==> src/rtl/fetch_stage.sv <==
// Instruction fetch stage: owns the fetch PC, issues at most one outstanding
// instruction-memory request, and feeds the IF/ID pipeline register.
//
// state   | meaning
// --------+--------------------------------------------------------------
// IDLE    | no request outstanding; issue a fetch for PCF unless redirected
// WAIT    | request outstanding; response is for the current PCF
// DISCARD | request outstanding but the stream was redirected; drop response
// HOLD    | response captured in the hold buffer; waiting for the pipe to advance
module fetch_stage #(
   parameter logic [31:0] RESET_PC  = 32'h0000_0000,
   parameter logic [31:0] NOP_INSTR = 32'h0000_0013
) (
   input  logic        clk,
   input  logic        rst,
   input  logic        StallF,
   input  logic        StallD,
   input  logic        FlushD,
   input  logic        PCSrcE,
   input  logic [31:0] PCTargetE,
   output logic        imem_req,
   output logic [31:0] imem_addr,
   input  logic        imem_rvalid,
   input  logic [31:0] imem_rdata,
   output logic [31:0] InstrD,
   output logic [31:0] PCD,
   output logic [31:0] PCPlus4D,
   output logic        ValidD,
   output logic        FetchPending
);

   typedef enum logic [1:0] {
      S_IDLE    = 2'd0,
      S_WAIT    = 2'd1,
      S_DISCARD = 2'd2,
      S_HOLD    = 2'd3
   } state_t;

   state_t      state_q, state_d;
   logic [31:0] pc_q, pc_d;
   logic [31:0] hold_q, hold_d;
   logic        stale_q, stale_d;
   logic [31:0] instr_q, pcd_q, pcplus4_q;
   logic        valid_q;

   logic        advance;
   logic        deliver;
   logic        req;
   logic        pending;
   logic [31:0] deliver_data;
   logic [31:0] pc_plus4;

   assign advance  = !StallF && !StallD;
   assign pc_plus4 = pc_q + 32'd4;
   assign pending  = (state_q == S_WAIT) || (state_q == S_DISCARD);

   // Next-state, PC and hold-buffer logic.
   always_comb begin
      state_d      = state_q;
      pc_d         = pc_q;
      hold_d       = hold_q;
      req          = 1'b0;
      deliver      = 1'b0;
      deliver_data = hold_q;
      unique case (state_q)
         S_IDLE: begin
            if (PCSrcE) begin
               pc_d = PCTargetE;
            end else if (!stale_q) begin
               req     = 1'b1;
               state_d = S_WAIT;
            end
         end
         S_WAIT: begin
            if (imem_rvalid) begin
               if (PCSrcE) begin
                  pc_d    = PCTargetE;
                  state_d = S_IDLE;
               end else if (advance) begin
                  deliver      = 1'b1;
                  deliver_data = imem_rdata;
                  state_d      = S_IDLE;
                  // A flushed delivery is lost, so the same PC is refetched.
                  if (!FlushD) pc_d = pc_plus4;
               end else begin
                  hold_d  = imem_rdata;
                  state_d = S_HOLD;
               end
            end else if (PCSrcE) begin
               pc_d    = PCTargetE;
               state_d = S_DISCARD;
            end
         end
         S_DISCARD: begin
            if (PCSrcE) pc_d = PCTargetE;
            if (imem_rvalid) state_d = S_IDLE;
         end
         S_HOLD: begin
            if (PCSrcE) begin
               pc_d    = PCTargetE;
               state_d = S_IDLE;
            end else if (advance) begin
               deliver = 1'b1;
               state_d = S_IDLE;
               if (!FlushD) pc_d = pc_plus4;
            end
         end
         default: state_d = S_IDLE;
      endcase
      stale_d = stale_q && !imem_rvalid;
   end

   // State, PC and hold buffer registers. The stale flag remembers a request
   // left outstanding across reset so its late response is not mistaken for a
   // new fetch; fetching resumes once that response has been seen.
   always_ff @(posedge clk) begin
      if (rst) begin
         state_q <= S_IDLE;
         pc_q    <= RESET_PC;
         hold_q  <= NOP_INSTR;
         stale_q <= (stale_q || pending) && !imem_rvalid;
      end else begin
         state_q <= state_d;
         pc_q    <= pc_d;
         hold_q  <= hold_d;
         stale_q <= stale_d;
      end
   end

   // IF/ID register: flush beats stall beats delivery; otherwise a bubble.
   always_ff @(posedge clk) begin
      if (rst || FlushD) begin
         instr_q   <= NOP_INSTR;
         pcd_q     <= 32'd0;
         pcplus4_q <= 32'd0;
         valid_q   <= 1'b0;
      end else if (StallD) begin
         instr_q   <= instr_q;
         pcd_q     <= pcd_q;
         pcplus4_q <= pcplus4_q;
         valid_q   <= valid_q;
      end else if (deliver) begin
         instr_q   <= deliver_data;
         pcd_q     <= pc_q;
         pcplus4_q <= pc_plus4;
         valid_q   <= 1'b1;
      end else begin
         instr_q   <= NOP_INSTR;
         pcd_q     <= 32'd0;
         pcplus4_q <= 32'd0;
         valid_q   <= 1'b0;
      end
   end

   assign imem_req     = req && !rst;
   assign imem_addr    = pc_q;
   assign InstrD       = instr_q;
   assign PCD          = pcd_q;
   assign PCPlus4D     = pcplus4_q;
   assign ValidD       = valid_q;
   assign FetchPending = pending;

endmodule

==> config.mk <==
export PLATFORM = sky130hd
export DESIGN_NAME = fetch_stage
export DESIGN_NICKNAME = d
export VERILOG_FILES = /design/src/rtl/fetch_stage.sv
export SDC_FILE = /design/constraint.sdc
export NUM_CORES = 1
export LEC_CHECK = 0
export BUFFER_PORTS_ARGS = -buffer_cell sky130_fd_sc_hd__buf_2
export CELL_PAD_IN_SITES_DETAIL_PLACEMENT = 0
export CELL_PAD_IN_SITES_GLOBAL_PLACEMENT = 1
export CORE_ASPECT_RATIO = 1.4
export CORE_UTILIZATION = 30
export CTS_BUF_LIST = sky130_fd_sc_hd__clkbuf_4
export CTS_CLUSTER_DIAMETER = 50
export DETAILED_ROUTE_END_ITERATION = 7
export MAX_ROUTING_LAYER = met4
export PLACE_DENSITY_LB_ADDON = 0.1
export SKIP_CTS_REPAIR_TIMING = 1
export SLEW_MARGIN = 10
export SYNTH_ARGS = -nofsm -noshare
export SYNTH_HDL_FRONTEND = slang
export SYNTH_SLANG_ARGS = --single-unit
==> constraint.sdc <==
create_clock -name clk -period 2.35 [get_ports clk]
set_clock_uncertainty 0.05 [all_clocks]
set_input_delay 0.1175 -clock clk [delete_from_list [all_inputs] [get_ports clk]]
set_output_delay 0.1175 -clock clk [all_outputs]
set_load 0.005 [all_outputs]
==> flow_metrics.env <==
export IMPL_synthFlopType="dfxtp_1"
export IMPL_final_hold_viol_count=0
export IMPL_busiest_layer="met2"
export IMPL_synth_async_reset_ratio_pct=0
export IMPL_whs_ns=0.02248
export IMPL_cts_buffers=17
export IMPL_clkSinkCount=162
export IMPL_utilization_pct=41.32
export IMPL_clock_path_buffers=2
export IMPL_synth_top_area_share_pct=45.34
export IMPL_cp_slowest_cell="nor4_4"
export IMPL_die_width_microns=132.5
export IMPL_crit_required_ns=2.84
export IMPL_drt_first_pass_iters=5
export IMPL_min_period_ns=2.184
export IMPL_drt_wl_total_microns=25650
export IMPL_max_freq_ghz=0.4579
export IMPL_rsz0062_at_grt="no"
export IMPL_antenna_found_initial=2
export IMPL_p_per_area_nw_per_um2=573.2
export IMPL_routedWlPerCell_microns=17.25
export IMPL_clk_latency_ns=0.59
export IMPL_use_met3_pct=4.235
export IMPL_min_path_type="in2reg"
export IMPL_rows=66
export IMPL_core_region_area_sq_um=23290
export IMPL_cp_common_cell="nand3_1"
export IMPL_grt_pass1_wl_microns=39560
export IMPL_startpoint_type="flip-flop"
export IMPL_drcViolationCount=0
export IMPL_critPathMaxStageDelay_ns=0.55
export IMPL_seq_area_frac_synth_pct=45.34
export IMPL_groute_usage_overall_pct=21.68
export IMPL_die_area_sq_um=24470
export IMPL_initial_core_util_pct=30.72
export IMPL_relSlewSlack_pct=56.12
export IMPL_grt_pass1_vias=6815
export IMPL_synth_common_cells="162 x dfxtp_1, 142 x nand2_1, 114 x a21oi_1"
export IMPL_dieHeight_microns=184.7
export IMPL_ys_ff_latch=162
export IMPL_drt_initial_drc_count=404
export IMPL_slew_violations=0
export IMPL_gp_congestion=0.8378
export IMPL_fin_crit_sh_pct=92.93
export IMPL_worstMarginPinSlew_ns=0.6558
export IMPL_crit_chain="ha_1, nand3_2, nor4_4, nand3_1, or4_1, nand3_1"
export IMPL_cts_tree="done"
export IMPL_syn_area_sq_um=7153
export IMPL_dpl_hpwl_microns=17880
export IMPL_setup_viol=0
export IMPL_setup_tns_ns=0
export IMPL_crit_path_max_fanout=8
export IMPL_layout_nets=1244
export IMPL_path_class="reg2reg"
export IMPL_avgViaCountPerCell=4.911
export IMPL_end_kind="flip-flop"
export IMPL_place_inst=1385
export IMPL_yosysTopAreaCell="dfxtp_1"
export IMPL_boundaryPins=202
export IMPL_use_met1_pct=25.44
export IMPL_syn_inst=900
export IMPL_clkTransAtPathRegs_ns=0.14
export IMPL_vias=7303
export IMPL_cp_arrival_ns=2.67
export IMPL_synth_most_common_cell="dfxtp_1"
export IMPL_ant_nets=0
export IMPL_layout_drive_gt1_share_pct=25.95
export IMPL_root_buffer="clkbuf_4"
export IMPL_grt_ovfl_total=0
export IMPL_final_cells=1487
export IMPL_io_buffers=201
export IMPL_grt_start_max_net_pins=71
export IMPL_syn_area_per_cell_sq_um=7.948
export IMPL_use_met2_pct=37.16
export IMPL_status="completed"
export IMPL_synth_distinct_cells=58
export IMPL_synth_edf_count=0
export IMPL_p_leak_uw=0.003907
export IMPL_cap_violations=0
export IMPL_peakVddDrop_mv=0.2550
export IMPL_htreeDepth=4
export IMPL_synth_warnings=0
export IMPL_synth_area_leaders="dfxtp_1 45%, a21oi_1 8.0%, nand2_1 7.5%"
export IMPL_synthesis_nets=977
export IMPL_area_growth_pct=34.51
==> critical path, delay by kind of cell (launching register included) <==
kind | cells | cell delay (ns)
simple gates | 5 | 1.38
flops | 1 | 0.43
fa+ha+maj | 1 | 0.28
==> layout by cell type (no fill, tap or decap), drive strengths merged, types with 4 or more instances in the layout <==
master / n
a211oi: 4
a21oi: 115
a221oi: 5
a22o: 4
a22oi: 40
a31oi: 9
and3: 10
buf: 259
clkbuf: 19
clkinv: 7
clkinvlp: 4
dfxtp: 162
dlygate4sd3: 69
ha: 6
inv: 13
mux2i: 9
nand2: 142
nand3: 48
nand4: 11
nor2: 102
nor3: 14
nor4: 8
o211ai: 7
o21ai: 41
or3: 5
xnor2: 12
xor2: 16
==> stage by stage <==
stage               area (sq um)  worst slack [ns]  total power [uW]
detailed placement          8690            0.1908              3963
finish                      9622            0.1660              5515
global route                9622          0.002344              5844
global placement            8690            0.2194              3962
floorplan                   7153            0.2458              3504
CTS                         8926            0.1580              5529
==> layer usage <==
| metal | vias up | wire length, microns |
|---|---|---|
| li1 | 3680 | - |
| met1 | 3433 | 11140 |
| met2 | 168 | 12980 |
| met3 | 22 | 1072 |
| met4 | 0 | 446 |
| met5 | - | 0 |
==> registers in the layout, summed over array words and instances, names as in the netlist <==
name	flops
PCD	32
InstrD	32
imem_addr	32
stale_q	1
state_q	2
hold_q	32
ValidD	1
PCPlus4D	30
==> where the power goes <==
part | internal, uW | switching [uW] | leakage (uW) | total, uW
clock network | 524 | 1010 | 0.000127 | 1540
logic | 437 | 620 | 0.00247 | 1060
registers | 2840 | 85.0 | 0.00131 | 2920
==> path summary, 6_finish.rpt <==
kind | endpoint | slack (ns) | start | cells after the start
max | PCPlus4D[28] | 0.17 | imem_addr[3] | 6
min | imem_addr[8] | 0.02 | PCSrcE | 4
max reg2reg | PCPlus4D[28] | 0.17 | imem_addr[3] | 6
min reg2reg | PCPlus4D[25] | 0.41 | PCPlus4D[25] | 2
==> final cells by class <==
type	count	area, sq um
fill	2529	13670
multi-input combinational	645	3533
sequential	162	3243
timing repair buffer	328	2172
tap	306	382.9
clock buffer	19	142.6
clock inverter	12	93.84
inverter	13	48.80
antenna	2	5.005
==> logic make-up (layout without fill, tap and decap cells) <==
kind of cell | Yosys count | after routing | share of synthesized area (%)
AND/OR/NAND/NOR | 353 | 353 | 22.27
AO/OA/AOI/OAI | 248 | 248 | 21.04
flip-flops | 162 | 162 | 45.34
buffers and inverters | 93 | 372 | 5.457
XOR/XNOR | 28 | 28 | 3.428
multiplexers | 10 | 10 | 1.417
adder cells (fa/ha/maj) | 6 | 6 | 1.049
other | 0 | 2 | 0
Note: power is estimated with default switching activity, not from simulation.
